[src/rtl/vga_scaled_timing_gen.sv]
// vga_scaled_timing_gen
//   Parametrised VGA timing generator with framebuffer scan and integer pixel
//   replication. Raw h/v counters produce sync, blanking and data-enable
//   timing. Incremental sub-counters derive the framebuffer read address
//   without a divider or multiplier. A short flag pipeline delays sync, DE
//   and the first-pixel marker so that they leave the block in step with the
//   colour read back from the framebuffer.
//
// Ports
//   clk          system clock
//   rst_n        asynchronous active-low reset
//   pix_ce       pixel-tick enable; all timing advances only when high
//   enable       scan enable; low holds the block idle at reset levels
//   mem_addr     framebuffer read address (0 outside the active region)
//   mem_rdata    {red,green,blue} returned MEM_LAT ticks after the address
//   red/green/blue  colour outputs, forced to 0 while de is low
//   hsync/vsync  pipelined syncs, active level set by HS_POL / VS_POL
//   de           pipelined data enable
//   frame_start  one-clk pulse when output pixel (0,0) is emitted
//   h_count/v_count  raw scan counters, ahead of the output pipeline
module vga_scaled_timing_gen #(
  parameter int H_ACTIVE = 640,
  parameter int H_FP     = 16,
  parameter int H_SYNC   = 96,
  parameter int H_BP     = 48,
  parameter int V_ACTIVE = 480,
  parameter int V_FP     = 10,
  parameter int V_SYNC   = 2,
  parameter int V_BP     = 33,
  parameter int HS_POL   = 0,
  parameter int VS_POL   = 0,
  parameter int SCALE    = 4,
  parameter int CW       = 4,
  parameter int MEM_LAT  = 1,
  parameter int ADDR_W   = 15
) (
  input  logic              clk,
  input  logic              rst_n,
  input  logic              pix_ce,
  input  logic              enable,
  output logic [ADDR_W-1:0] mem_addr,
  input  logic [3*CW-1:0]   mem_rdata,
  output logic [CW-1:0]     red,
  output logic [CW-1:0]     green,
  output logic [CW-1:0]     blue,
  output logic              hsync,
  output logic              vsync,
  output logic              de,
  output logic              frame_start,
  output logic [9:0]        h_count,
  output logic [9:0]        v_count
);

  localparam int H_TOTAL = H_ACTIVE + H_FP + H_SYNC + H_BP;
  localparam int V_TOTAL = V_ACTIVE + V_FP + V_SYNC + V_BP;
  localparam int SRC_W   = H_ACTIVE / SCALE;
  localparam int SRC_H   = V_ACTIVE / SCALE;
  localparam int PIPE    = MEM_LAT + 1;
  localparam int SUB_W   = (SCALE > 1) ? $clog2(SCALE) : 1;

  localparam logic [9:0] H_LAST   = 10'(H_TOTAL - 1);
  localparam logic [9:0] V_LAST   = 10'(V_TOTAL - 1);
  localparam logic [9:0] H_ACT    = 10'(H_ACTIVE);
  localparam logic [9:0] V_ACT    = 10'(V_ACTIVE);
  localparam logic [9:0] HS_START = 10'(H_ACTIVE + H_FP);
  localparam logic [9:0] HS_END   = 10'(H_ACTIVE + H_FP + H_SYNC);
  localparam logic [9:0] VS_START = 10'(V_ACTIVE + V_FP);
  localparam logic [9:0] VS_END   = 10'(V_ACTIVE + V_FP + V_SYNC);

  localparam logic [SUB_W-1:0]  SUB_LAST = SUB_W'(SCALE - 1);
  localparam logic [ADDR_W-1:0] ROW_STEP = ADDR_W'(SRC_W);

  localparam logic HS_IDLE = (HS_POL == 0) ? 1'b1 : 1'b0;
  localparam logic VS_IDLE = (VS_POL == 0) ? 1'b1 : 1'b0;

  // Reject modes that cannot be scanned exactly or addressed completely.
  generate
    if (H_ACTIVE % SCALE != 0) begin : g_bad_h_scale
      $error("H_ACTIVE must be a multiple of SCALE");
    end
    if (V_ACTIVE % SCALE != 0) begin : g_bad_v_scale
      $error("V_ACTIVE must be a multiple of SCALE");
    end
    if (longint'(SRC_W) * longint'(SRC_H) > (longint'(1) << ADDR_W)) begin : g_bad_addr
      $error("source image does not fit in ADDR_W address bits");
    end
    if (MEM_LAT < 1) begin : g_bad_lat
      $error("MEM_LAT must be at least 1");
    end
    if (H_TOTAL > 1024 || V_TOTAL > 1024) begin : g_bad_total
      $error("line or frame total exceeds the 10-bit counters");
    end
  endgenerate

  logic              h_act;
  logic              v_act;
  logic              raw_de;
  logic              raw_hs;
  logic              raw_vs;
  logic              raw_first;
  logic [SUB_W-1:0]  x_sub;
  logic [SUB_W-1:0]  y_sub;
  logic [ADDR_W-1:0] src_x;
  logic [ADDR_W-1:0] row_base;
  logic [PIPE-1:0]   hs_pipe;
  logic [PIPE-1:0]   vs_pipe;
  logic [PIPE-1:0]   de_pipe;
  logic [PIPE-1:0]   first_pipe;

  assign h_act     = (h_count < H_ACT);
  assign v_act     = (v_count < V_ACT);
  assign raw_de    = h_act && v_act;
  assign raw_hs    = (h_count >= HS_START) && (h_count < HS_END);
  assign raw_vs    = (v_count >= VS_START) && (v_count < VS_END);
  assign raw_first = (h_count == 10'd0) && (v_count == 10'd0);

  // Scan counters and address generation. x_sub/y_sub count replicated
  // copies of a source pixel; src_x and row_base step once per SCALE copies,
  // so the address is row_base + src_x without any division. src_x only
  // moves inside the active part of a line and row_base only across active
  // lines, and both restart at the line / frame wrap.
  always_ff @(posedge clk or negedge rst_n) begin
    if (!rst_n) begin
      h_count  <= '0;
      v_count  <= '0;
      x_sub    <= '0;
      y_sub    <= '0;
      src_x    <= '0;
      row_base <= '0;
      mem_addr <= '0;
    end else if (!enable) begin
      h_count  <= '0;
      v_count  <= '0;
      x_sub    <= '0;
      y_sub    <= '0;
      src_x    <= '0;
      row_base <= '0;
      mem_addr <= '0;
    end else if (pix_ce) begin
      mem_addr <= raw_de ? (row_base + src_x) : '0;
      if (h_count == H_LAST) begin
        h_count <= '0;
        x_sub   <= '0;
        src_x   <= '0;
        if (v_count == V_LAST) begin
          v_count  <= '0;
          y_sub    <= '0;
          row_base <= '0;
        end else begin
          v_count <= v_count + 10'd1;
          if (v_act) begin
            if (y_sub == SUB_LAST) begin
              y_sub    <= '0;
              row_base <= row_base + ROW_STEP;
            end else begin
              y_sub <= y_sub + 1'b1;
            end
          end
        end
      end else begin
        h_count <= h_count + 10'd1;
        if (h_act) begin
          if (x_sub == SUB_LAST) begin
            x_sub <= '0;
            src_x <= src_x + 1'b1;
          end else begin
            x_sub <= x_sub + 1'b1;
          end
        end
      end
    end
  end

  // Flag delay line. Stage 0 loads on the same tick as mem_addr; together
  // with the output register below this matches the address register, the
  // MEM_LAT ticks of memory latency and the colour capture.
  always_ff @(posedge clk or negedge rst_n) begin
    if (!rst_n) begin
      hs_pipe    <= '0;
      vs_pipe    <= '0;
      de_pipe    <= '0;
      first_pipe <= '0;
    end else if (!enable) begin
      hs_pipe    <= '0;
      vs_pipe    <= '0;
      de_pipe    <= '0;
      first_pipe <= '0;
    end else if (pix_ce) begin
      hs_pipe    <= {hs_pipe[PIPE-2:0], raw_hs};
      vs_pipe    <= {vs_pipe[PIPE-2:0], raw_vs};
      de_pipe    <= {de_pipe[PIPE-2:0], raw_de};
      first_pipe <= {first_pipe[PIPE-2:0], raw_first};
    end
  end

  // Output stage. Everything holds between ticks except frame_start, which
  // is dropped on the following clk so it stays a single-clk pulse even when
  // pix_ce is slower than clk.
  always_ff @(posedge clk or negedge rst_n) begin
    if (!rst_n) begin
      hsync       <= HS_IDLE;
      vsync       <= VS_IDLE;
      de          <= 1'b0;
      red         <= '0;
      green       <= '0;
      blue        <= '0;
      frame_start <= 1'b0;
    end else if (!enable) begin
      hsync       <= HS_IDLE;
      vsync       <= VS_IDLE;
      de          <= 1'b0;
      red         <= '0;
      green       <= '0;
      blue        <= '0;
      frame_start <= 1'b0;
    end else begin
      frame_start <= 1'b0;
      if (pix_ce) begin
        hsync       <= hs_pipe[PIPE-1] ? ~HS_IDLE : HS_IDLE;
        vsync       <= vs_pipe[PIPE-1] ? ~VS_IDLE : VS_IDLE;
        de          <= de_pipe[PIPE-1];
        frame_start <= first_pipe[PIPE-1];
        if (de_pipe[PIPE-1]) begin
          {red, green, blue} <= mem_rdata;
        end else begin
          {red, green, blue} <= '0;
        end
      end
    end
  end

endmodule

[config.mk]
export PLATFORM = sky130hd
export DESIGN_NAME = vga_scaled_timing_gen
export DESIGN_NICKNAME = d
export VERILOG_FILES = /design/src/rtl/vga_scaled_timing_gen.sv
export SDC_FILE = /design/constraint.sdc
export NUM_CORES = 1
export LEC_CHECK = 0
export ABC_CLOCK_PERIOD_IN_PS = 2720
export BUFFER_PORTS_ARGS = -buffer_cell sky130_fd_sc_hd__buf_2
export CORE_ASPECT_RATIO = 0.7
export CORE_MARGIN = 2
export CORE_UTILIZATION = 57
export CTS_BUF_LIST = sky130_fd_sc_hd__clkbuf_4 sky130_fd_sc_hd__clkbuf_8 sky130_fd_sc_hd__clkbuf_16
export CTS_CLUSTER_DIAMETER = 30
export DETAILED_ROUTE_END_ITERATION = 10
export GPL_ROUTABILITY_DRIVEN = 1
export PLACE_DENSITY = 0.8
export SLEW_MARGIN = 20
export SYNTH_ARGS = -nofsm -noshare
export SYNTH_HDL_FRONTEND = slang
export SYNTH_SLANG_ARGS = --single-unit
[constraint.sdc]
create_clock -name clk -period 2.72 [get_ports clk]
set_input_delay 0 -clock clk [delete_from_list [all_inputs] [get_ports clk]]
set_output_delay 0 -clock clk [all_outputs]
set_load 0.02 [all_outputs]
== Yosys cells after proc, flatten, opt, wreduce, memory -nomap -nowiden ==
Index checks and enable logic that the tools add are counted.
Storage, ports and cells
  input bits: 16
  flip-flop bits (word level): 93
  output and inout bits: 51
Operators by class
  reduce and logical (&&, ||, !) cells: 11
  muxes and demuxes: 59
  magnitude comparators: 6
  add/sub/neg operators: 7
  equality and inequality tests: 10
Operators by type and width (count)
  two-way mux 15 bit: 14
  two-way mux 10 bit: 7
  two-way mux 2 bit: 19
  two-way mux 4 bit: 9
  adder 10 x 1 -> 10 bit (second input constant): 2
  equality test 10 bit (second input constant): 2
  logical NOT 10 bit: 2
  < comparator 10 bit (second input constant): 2
  < comparator 10 x 9 -> 1 bit (second input constant): 2
  adder 15 x 1 -> 15 bit (second input constant): 1
  adder 15 bit: 1
  adder 15 x 8 -> 15 bit (second input constant): 1
  != test 3 x 1 -> 1 bit (second input constant): 4
  >= comparator 10 bit (second input constant): 1
  >= comparator 10 x 9 -> 1 bit (second input constant): 1
  two-way mux 1 bit: 10
  AND reduction 3 bit: 2
  adder 2 x 1 -> 2 bit (second input constant): 2
  equality test 2 bit (second input constant): 2
  logical AND 1 bit: 4
  AND reduction 2 bit: 2
  AND reduction 4 bit: 1
  != test 2 x 1 -> 1 bit (second input constant): 1
  != test 2 bit (second input constant): 1

== Logic depth before layout (Yosys ltp) ==
Gate-level depths: netlist of the first run.
  depth after elaboration: 7
  gate-level depth with buffers: 9
  gate-level depth less buffers: 8

== Worst setup path before layout of the first run ==
No wires, ideal clock.
  path kind: register -> register
  start: register h_count[0]
  end: register src_x[13]
  required time: 2.588 ns
  stages on the path, launching flop included: 10
  library setup time: 0.132 ns
  buffers on the path: 2
  arrival time: 1.952 ns
  clock period less this slack: 2.083 ns
  setup slack: 0.637 ns
  path through: dfrtp_1 ha_1 and4_1 buf_2 a31o_2 a21oi_4 buf_2 nor3_1 xnor2_1 nor2_1
On the way
  word-level cells in the longest chain between the ends: 4
  elaborated cells on any way between the ends: 8
  classes of those cells: order compare (1); eq/ne (3); mux (3); reduce/logical (1)
Ends and longest elaborated chain
  start, declared: RTL line 50  | output logic [9:0] h_count,
  start signal, assigned: RTL line 161  | h_count <= h_count + 10'd1;
  parallel branches: the longest is 4 deep, another holds < comparator 10 bit
  end signal, assigned: RTL line 165  | src_x <= src_x + 1'b1;
  end, declared: RTL line 103  | logic [ADDR_W-1:0] src_x;
Several ways; the timed one is not identified. The select of a mux whose other input is x is not followed.
A chain may end at the register's enable or synchronous reset.

== Worst setup path in the final report of the first run ==
  start: register h_count[1]
  end: register src_x[9]
The elaborated chain is that of the path after synthesis.

==> run metrics, run 1 <==
DRC 0; Peak VDD IR 0.000356 V; FF-to-FF setup slack 0.47 ns; Antenna Cells 0; ys async rst share 1.00; syn_nets 488; Leak 2.55 nW; sequential area share after synthesis 0.491; fillers 589; Cell Count, Final, Fillers Out 638; chip height 78.2 um; Setup violations, final 0; Max Slew Vio Count 0; CP Launch Type flip-flop; placed insts 608; routability cong. 0.872; Worst Path Buf+Inv 0; Mapped Area 4490 um2; Worst R2R Path Depth 6; Multi-input gate area 2170 um2; NetSw 0.679 mW; Post-Route Setup TNS 0 ns; Clock power frac 0.358; Final Hold Viols 0; Syn Inst Count 454; antenna-violating nets left 0; # Post-CTS Setup Buffers 0; min cycle time layout 2.25 ns; post-route cell area 5250 um2; setup repair after global routing missed its margin no; Max-Cap Viols 0; nets@finish 566; Rel. slew slack 0.470; Ports 67; status finished clean; port bufs 66; GRT Overall Usage 0.259; fmax 444 MHz; DRT Pass-1 Iters 5; post-synth cell types 56; WS Path Type flip-flop to flip-flop; area grow syn2layout 17.1%; Yosys warnings 0; post-layout util 0.679; prevailing post-synth register cell dfrtp_1; Iteration-0 DRC Markers 256; hold depth 5; worst path required time 3.00 ns; P_int 1.91 mW; number of global-route vias before repair 3,554; initial core utilization 0.580; Register Area 2200 um2; Post-DP HPWL 7040 um; Overflow after GRT 0; TritonCTS clock tree built; row count 27; Root Buffer clkbuf_8; Design Power 2.58 mW; PwrDens 492 nW/um2; sequential power share 0.538; vias per cell 5.91; period utilization 0.828; Inserted Clock Buffers 9; Avg Inst Size Synth 9.88 um2; Core Box Area 7740 um2; Critical Path End Type flip-flop; routed via count 3,771; maximum number of pins on one net before global-route repair 89; die width 110 um; WL final 10,400 um; Gate power share 0.104; worst-path fanout max 18; die area 8610 um2; number of cells on the critical path 6; flops & latches, synth 88; H-tree depth 3; Max clock buf depth 2; Hold WC Path Type primary input to flip-flop; Critical Path Max Stage Delay 0.44 ns; worst clock skew 0.0102 ns; Reg clk slew, reported paths 0.09 ns; CP max-delay cell or3_1; Cell Area, Placed 4910 um2; worst-skew pair later-pin latency 0.37 ns; first-pass GRT wire length 17,100 um; EDFF count, synth 0; slew at the pin with the worst max-slew slack 0.794 ns; DR WL/cell 16.3 um; switching share of power 0.263; CTS sink cnt 88; layout cell share with drive strength beyond 1 0.186; crit-path cells ha_1 > and4_1 > a31o_2 > a21oi_4 > or3_1 > o31ai_1; initial antenna violation count 0; CP arrival 2.54 ns; Top delay family on crit path simple AND/OR/NAND/NOR gates
-- sequential cells by signal, indices dropped and copies added, names as in the netlist, 4 cells and up --
register	flops
red	4
v_count	10
src_x	15
row_base	10
mem_addr	15
green	4
h_count	10
blue	4
-- stage by stage --
step	hold WS, ns	worst slack [ns]
floorplan	-0.296	0.637
global placement	0.220	0.592
detailed placement	0.224	0.487
CTS	0.140	0.481
global route	0.180	0.310
finish	0.154	0.467
-- worst min-delay path: stages --
cell	delay, ns
buf_2	0.09
buf_4	0.26
nand2_1	0.07
o21ai_0	0.06
nand2_1	0.05
-- final timing paths --
path / startpoint / end
min in group asynchronous: rst_n / mem_addr[0]$_DFFE_PN0P_
max in group asynchronous: rst_n / v_count[8]$_DFFE_PN0P_
setup reg to reg: h_count[1]$_DFFE_PN0P_ / src_x[9]$_DFFE_PN0P_
hold reg to reg: mem_addr[8]$_DFFE_PN0P_ / mem_addr[8]$_DFFE_PN0P_
setup / recovery: h_count[1]$_DFFE_PN0P_ / src_x[9]$_DFFE_PN0P_
hold / removal: pix_ce / hsync$_DFFE_PN1P_
-- metal layers --
metal,GRT usage,wire length [um]
met5,0,0
met4,0.0722,99
met3,0.0723,732
met2,0.406,4890
met1,0.355,4680
-- timing repair --
action | in CTS | in global routing
endpoints found under the hold margin | 101 | 0
gates resized for setup | 0 | 0
hold buffers | 14 | 0
setup endpoints to repair | 0 | 0
-- Yosys cell counts, types with 8 or more instances --
cell	count	area, um2
dfrtp_1	86	2150
a22o_1	16	140
ha_1	18	225
nand3_1	10	50.1
clkbuf_1	11	41.3
inv_1	10	37.5
xor2_1	15	131
a21oi_1	13	65.1
xnor2_1	18	158
o21ai_1	23	115
and3_1	11	68.8
nor2_1	44	165
o31ai_1	8	60.1
nand2_1	53	199
nor3_1	13	65.1
o21ai_0	19	95.1
-- cells by family (layout without fill, tap and decap cells) --
logic type	count (synthesis)	after routing	synth area share
AO/OA/AOI/OAI	106	106	0.158
XOR/XNOR	33	33	0.0644
adder cells (fa/ha/maj)	18	18	0.0502
buffers and inverters	28	111	0.0259
flip-flops	88	88	0.491
multiplexers	7	7	0.0159
other	1	1	0.000836
AND/OR/NAND/NOR	173	173	0.193
-- placed cells by master (no fill, tap or decap), types with 11 or more instances in the layout --
master / synthesis / routed
a21oi_1: 13 / 13
a22o_1: 16 / 16
and3_1: 11 / 11
buf_2: 3 / 65
dfrtp_1: 86 / 86
dlygate4sd3_1: 0 / 14
ha_1: 18 / 18
nand2_1: 53 / 53
nor2_1: 44 / 44
nor3_1: 13 / 13
o21ai_0: 19 / 19
o21ai_1: 23 / 23
xnor2_1: 18 / 18
xor2_1: 15 / 15
-- final cells by class --
class,instances,area share
Tap cell,101,0.0241
Inverter,10,0.00715
Multi-Input combinational cell,338,0.413
Clock buffer,11,0.0276
Clock inverter,5,0.0107
Sequential cell,88,0.420
Timing Repair Buffer,85,0.0979
-- power by group through the flow --
stage	clock [mW]	combinational [mW]	sequential, mW
after floorplan	0	0.141	1.42
after global placement	0	0.242	1.41
after detailed placement	0	0.252	1.42
after CTS	0.944	0.270	1.39
after global routing	0.991	0.302	1.40
final	0.924	0.270	1.39
(Power assumes the default switching activity.)
==> run 2, diff against run 1 <==
--- a/config.mk
+++ b/config.mk
@@ -5,16 +5,16 @@
 export SDC_FILE = /design/constraint.sdc
 export NUM_CORES = 1
 export LEC_CHECK = 0
-export ABC_CLOCK_PERIOD_IN_PS = 2720
+export ABC_CLOCK_PERIOD_IN_PS = 1800
 export BUFFER_PORTS_ARGS = -buffer_cell sky130_fd_sc_hd__buf_2
 export CORE_ASPECT_RATIO = 0.7
 export CORE_MARGIN = 2
-export CORE_UTILIZATION = 57
+export CORE_UTILIZATION = 52
 export CTS_BUF_LIST = sky130_fd_sc_hd__clkbuf_4 sky130_fd_sc_hd__clkbuf_8 sky130_fd_sc_hd__clkbuf_16
 export CTS_CLUSTER_DIAMETER = 30
 export DETAILED_ROUTE_END_ITERATION = 10
 export GPL_ROUTABILITY_DRIVEN = 1
-export PLACE_DENSITY = 0.8
+export PLACE_DENSITY = 0.77
 export SLEW_MARGIN = 20
 export SYNTH_ARGS = -nofsm -noshare
 export SYNTH_HDL_FRONTEND = slang
==> constraint.sdc (replaced) <==
create_clock -name clk -period 1.8 [get_ports clk]
set_input_delay 0 -clock clk [delete_from_list [all_inputs] [get_ports clk]]
set_output_delay 0 -clock clk [all_outputs]
set_load 0.02 [all_outputs]
==> run metrics, run 2 (synthesis gave the netlist of run 1 again) <==
Leak 3.04 nW (+19%); chip height 81.7 um (+4.5%); Inserted Clock Buffers 9 (unchanged); port bufs 66 (unchanged); first-pass GRT wire length 19,800 um (+16%); failing checks setup timing; Critical Path End Type flip-flop; worst clock skew 0.00817 ns (-0.00202 ns); worst-path fanout max 2 (-16); setup repair after global routing missed its margin yes; Max clock buf depth 2 (unchanged); initial core utilization 0.533 (-0.0463); WL final 12,300 um (+18%); worst path required time 2.04 ns (-0.96 ns); crit-path cells ha_2 > or4_4 > o21bai_1 > a31oi_1 > xor2_1 > o21ai_1; routed via count 4,106 (+8.9%); FF-to-FF End mem_addr[13]$_DFFE_PN0P_; area grow syn2layout 38.7%; Design Power 4.48 mW (+73%); Hold WC Path Type primary input to async pin; die width 115 um (+4.5%); Max Slew Vio Count 0 (unchanged); fmax 529 MHz (+19%); row count 28 (+3.7%); most frequent cells in the layout 79 x buf_4, 78 x dfrtp_1, 65 x buf_2; post-layout util 0.740 (+0.0609); min cycle time layout 1.89 ns (-0.363 ns); WS Path Type flip-flop to flip-flop; Final Hold Viols 0 (unchanged); CP max-delay cell or4_4; Post-Route Setup TNS -0.186 ns (-0.186 ns); die area 9400 um2 (+9.2%); DRC 0 (unchanged); Rel. slew slack 0.468 (-0.00275); nets@finish 645 (+14%); Overflow after GRT 0 (unchanged); Core Box Area 8410 um2 (+8.7%); DR WL/cell 17.0 um (+4.4%); Peak VDD IR 0.000547 V (+54%); worst-skew pair later-pin latency 0.35 ns (-0.02 ns); routability cong. 0.930 (+6.7%); Top delay family on crit path simple AND/OR/NAND/NOR gates; FF-to-FF setup slack -0.09 ns (-0.56 ns); Iteration-0 DRC Markers 312 (+22%); GRT Overall Usage 0.274 (+0.0145); slew at the pin with the worst max-slew slack 0.798 ns (+0.00412 ns); top flop regs mem_addr: 15 flops, src_x: 15 flops; status finished, violations left; TritonCTS clock tree built; Post-DP HPWL 8200 um (+16%); period utilization 1.05 (+0.222); number of global-route vias before repair 4,007 (+13%); Reg clk slew, reported paths 0.07 ns (-0.02 ns); Root Buffer clkbuf_16; Ports 67 (unchanged); DP Worst Slack -0.130 ns (-0.616 ns); R2R Path Start src_x[11]$_DFFE_PN0P_; Antenna Cells 0 (unchanged); DRT Pass-1 Iters 5 (unchanged); CP Launch Type flip-flop; Worst R2R Path Depth 6 (unchanged); Cell Area, Placed 5540 um2 (+13%); most common cell after layout, fill and taps aside buf_4; CTS sink cnt 88 (unchanged); antenna-violating nets left 0 (unchanged); Max-Cap Viols 0 (unchanged); CP arrival 2.13 ns (-0.41 ns); H-tree depth 3 (unchanged); setup ws final -0.0903 ns (-0.557 ns); maximum number of pins on one net before global-route repair 41 (-54%); layout cell share with drive strength beyond 1 0.365 (+0.179); Worst Path Buf+Inv 0 (unchanged); vias per cell 5.69 (-3.7%); Critical Path Max Stage Delay 0.53 ns (+0.09 ns); initial antenna violation count 0 (unchanged); Setup violations, final 3 (+3); post-route cell area 6220 um2 (+18%); PwrDens 721 nW/um2 (+46%); fillers 582 (-1.2%)
## run 2: changes by cell type in the layout (fill, tap and decap cells not counted), moves of 4 or more
cell / previous run / this run
and4_4: 0 / 4
buf_4: 5 / 79
clkbuf_8: 10 / 0
dfrtp_1: 86 / 78
ha_1: 18 / 13
nor3_1: 13 / 7
clkbuf_16: 0 / 9
and4_1: 4 / 0
dfrtp_2: 0 / 8
## run 2: per-stage QoR
stage	instances	hold slack, ns
finish	721	0.118
global route	721	0.159
CTS	719	0.125
detailed placement	686	-0.0480
global placement	686	-0.0536
floorplan	454	-0.296
## run 2: layer usage
metal  track usage  part of all wire
met1         0.376              0.44
met2         0.444              0.48
met3        0.0576             0.061
met4        0.0795             0.015
met5             0                 0
## run 2: worst reg2reg max path: stages (launching register included)
cell	delay (ns)
dfrtp_1	0.40
ha_2	0.21
or4_4	0.53
o21bai_1	0.18
a31oi_1	0.21
xor2_1	0.18
o21ai_1	0.07
## run 2: timing repair
item | in CTS | in global routing
resized for setup | 15 | 35
buffers inserted | 3 | 3
endpoints found under the setup margin | 22 | 36
cloned | 1 | 0
pin swaps | 9 | 26
hold buffers | 14 | 0
endpoints found under the hold margin | 86 | 0
## run 2: how the worst max path moves through the flow
stage,from,depth (start not counted),to,slack [ns]
2_1_floorplan,h_count[1]$_DFFE_PN0P_,9,src_x[13]$_DFFE_PN0P_,-0.1
3_3_place_gp,src_x[6]$_DFFE_PN0P_,7,mem_addr[11]$_DFFE_PN0P_,-0.07
3_5_place_dp,v_count[1]$_DFFE_PN0P_,9,row_base[13]$_DFFE_PN0P_,-0.13
4_1_cts,row_base[11]$_DFFE_PN0P_,6,mem_addr[13]$_DFFE_PN0P_,-0.05
5_1_grt,src_x[6]$_DFFE_PN0P_,7,mem_addr[11]$_DFFE_PN0P_,-0.15
6_report,src_x[11]$_DFFE_PN0P_,6,mem_addr[13]$_DFFE_PN0P_,-0.09
## run 2: report_power, final
| part | total [mW] | switching [mW] | internal (mW) |
|---|---|---|---|
| Combinational | 0.578 | 0.323 | 0.255 |
| Clock | 1.82 | 0.855 | 0.964 |
| Sequential | 2.09 | 0.0493 | 2.04 |
| Total | 4.48 | 1.23 | 3.26 |
## run 2: area by class of cell
cell class / instances / area (um2) / area share
flip-flops and latches: 88 / 2210 / 0.356
well taps: 105 / 131 / 0.0211
repair buffers: 163 / 1130 / 0.182
multi-input cells: 339 / 2410 / 0.387
clock buffers: 9 / 225 / 0.0362
clock inverters: 7 / 68.8 / 0.0111
inverters: 10 / 37.5 / 0.00603
==> run 3, diff against run 2 <==
--- a/config.mk
+++ b/config.mk
@@ -9,12 +9,11 @@
 export BUFFER_PORTS_ARGS = -buffer_cell sky130_fd_sc_hd__buf_2
 export CORE_ASPECT_RATIO = 0.7
 export CORE_MARGIN = 2
-export CORE_UTILIZATION = 52
+export CORE_UTILIZATION = 35
 export CTS_BUF_LIST = sky130_fd_sc_hd__clkbuf_4 sky130_fd_sc_hd__clkbuf_8 sky130_fd_sc_hd__clkbuf_16
 export CTS_CLUSTER_DIAMETER = 30
 export DETAILED_ROUTE_END_ITERATION = 10
 export GPL_ROUTABILITY_DRIVEN = 1
-export PLACE_DENSITY = 0.77
 export SLEW_MARGIN = 20
 export SYNTH_ARGS = -nofsm -noshare
 export SYNTH_HDL_FRONTEND = slang
==> run metrics, run 3 (synthesis gave the netlist of run 1 again) <==
slew at the pin with the worst max-slew slack 0.741 ns (-0.0574 ns); Critical Path Max Stage Delay 0.54 ns (about the same); crit-path cells ha_2 > or4_4 > o21bai_4 > a31oi_4 > xor2_1 > o21ai_1; period utilization 1.03 (-0.0178); nets@finish 647 (+0.31%); Reg clk slew, reported paths 0.07 ns (about the same); CP max-delay cell or4_4; initial core utilization 0.360 (-0.174); layout cell share with drive strength beyond 1 0.369 (+0.00367); routability cong. 0.821 (-12%); Max-Cap Viols 0 (unchanged); Worst R2R Path Depth 6 (unchanged); fmax 538 MHz (+1.7%); TritonCTS clock tree built; number of global-route vias before repair 3,896 (-2.8%); crit path from row_base[8]$_DFFE_PN0P_; DRC 0 (unchanged); GRT Overall Usage 0.175 (-0.0993); most frequent cells in the layout 80 x dfrtp_1, 80 x buf_4, 65 x buf_2; R2R Path Start row_base[8]$_DFFE_PN0P_; Overflow after GRT 0 (unchanged); Antenna Cells 0 (unchanged); Core Box Area 12,500 um2 (+48%); Final Hold Viols 0 (unchanged); initial antenna violation count 0 (unchanged); post-route cell area 6410 um2 (+3.1%); DRT Pass-1 Iters 4 (-1); vias per cell 5.11 (-10%); FF-to-FF End mem_addr[13]$_DFFE_PN0P_; Root Buffer clkbuf_16; Hold WC Path Type primary input to async pin; Rel. slew slack 0.506 (+0.0383); Post-DP HPWL 8190 um (about the same); setup ws final -0.0584 ns (+0.0320 ns); Setup violations, final 2 (-1); first-pass GRT wire length 19,300 um (-2.8%); Peak VDD IR 0.000507 V (-7.4%); Design Power 4.97 mW (+11%); FF-to-FF setup slack -0.06 ns (+0.03 ns); setup repair after global routing missed its margin yes; CTS sink cnt 88 (unchanged); chip height 98.7 um (+21%); die width 139 um (+21%); worst-skew pair later-pin latency 0.34 ns (about the same); status finished, violations left; worst clock skew 0.00556 ns (-0.00261 ns); routed via count 3,988 (-2.9%); Critical Path End Type flip-flop; Max clock buf depth 2 (unchanged); WS Path Type flip-flop to flip-flop; row count 34 (+21%); DR WL/cell 15.6 um (-8.3%); failing checks setup timing; H-tree depth 3 (unchanged); Max Slew Vio Count 0 (unchanged); Leak 3.09 nW (+1.7%); CP arrival 2.08 ns (-0.05 ns); antenna-violating nets left 0 (unchanged); worst path required time 2.03 ns (about the same); top flop regs mem_addr: 15 flops, src_x: 15 flops; WL final 12,200 um (-0.82%); Inserted Clock Buffers 9 (unchanged); Cell Area, Placed 5590 um2 (+0.79%); CP endpoint mem_addr[13]$_DFFE_PN0P_; PwrDens 775 nW/um2 (+7.5%); Ports 67 (unchanged); die area 13,800 um2 (+46%); min cycle time layout 1.86 ns (-0.0320 ns); Iteration-0 DRC Markers 223 (-29%); area grow syn2layout 43.0%; port bufs 66 (unchanged); worst-path fanout max 2 (unchanged); CP Launch Type flip-flop; Post-Route Setup TNS -0.0852 ns (+0.100 ns); maximum number of pins on one net before global-route repair 55 (+34%)
run 3: final cells by class:
type	instances	area [um2]
fill	1132	6050
multi-input combinational	340	2460
sequential	88	2210
timing repair buffer	164	1130
clock buffer	9	225
tap	162	203
clock inverter	7	149
inverter	10	37.5
run 3: worst min path at each step:
stage	cells after the start	end	slack [ns]	startpoint
after floorplan	0	blue[0]$_DFFE_PN0P_	-0.30	rst_n
after global routing	2	mem_addr[4]$_DFFE_PN0P_	0.18	rst_n
after CTS	2	mem_addr[4]$_DFFE_PN0P_	0.17	rst_n
final	2	mem_addr[4]$_DFFE_PN0P_	0.16	rst_n
after global placement	1	mem_addr[4]$_DFFE_PN0P_	-0.01	rst_n
after detailed placement	1	mem_addr[4]$_DFFE_PN0P_	-0.005	rst_n
run 3: critical path, delay by kind of cell (launching register included):
| family | cells | cell delay, ns |
|---|---|---|
| flops | 1 | 0.40 |
| compound gates | 3 | 0.43 |
| fa+ha+maj | 1 | 0.19 |
| xor+xnor | 1 | 0.18 |
| simple gates | 1 | 0.54 |
run 3: layer usage:
metal  vias to the layer above  wire length [um]  global-route usage
li1                       1938                 -                   -
met1                      1950              6080               0.249
met2                        92              5520               0.273
met3                         8               493              0.0403
met4                         0                83              0.0389
met5                         -                 0                   0
run 3: report_power, final:
group | internal (mW) | leakage (nW) | switching (mW)
combinational | 0.247 | 1.71 | 0.320
sequential | 2.04 | 1.20 | 0.0524
clock | 1.52 | 0.183 | 0.798
total | 3.80 | 3.09 | 1.17
run 3: through the flow:
stage	hold WS [ns]	setup WS (ns)	util	cells
after floorplan	-0.296	-0.0980	-	454
after global placement	-0.0147	-0.0888	0.448	741
after detailed placement	-0.00549	-0.113	0.448	741
after CTS	0.171	-0.0724	0.497	773
after global routing	0.184	-0.113	0.515	780
final	0.164	-0.0584	0.515	780
run 3: timing repair:
action | 4_1_cts | 5_1_grt
gates cloned | 1 | 1
setup endpoints to repair | 31 | 26
hold buffers | 14 | 0
resized for setup | 17 | 37
pin swaps | 5 | 28
endpoints found under the hold margin | 49 | 0
buffers inserted | 1 | 7
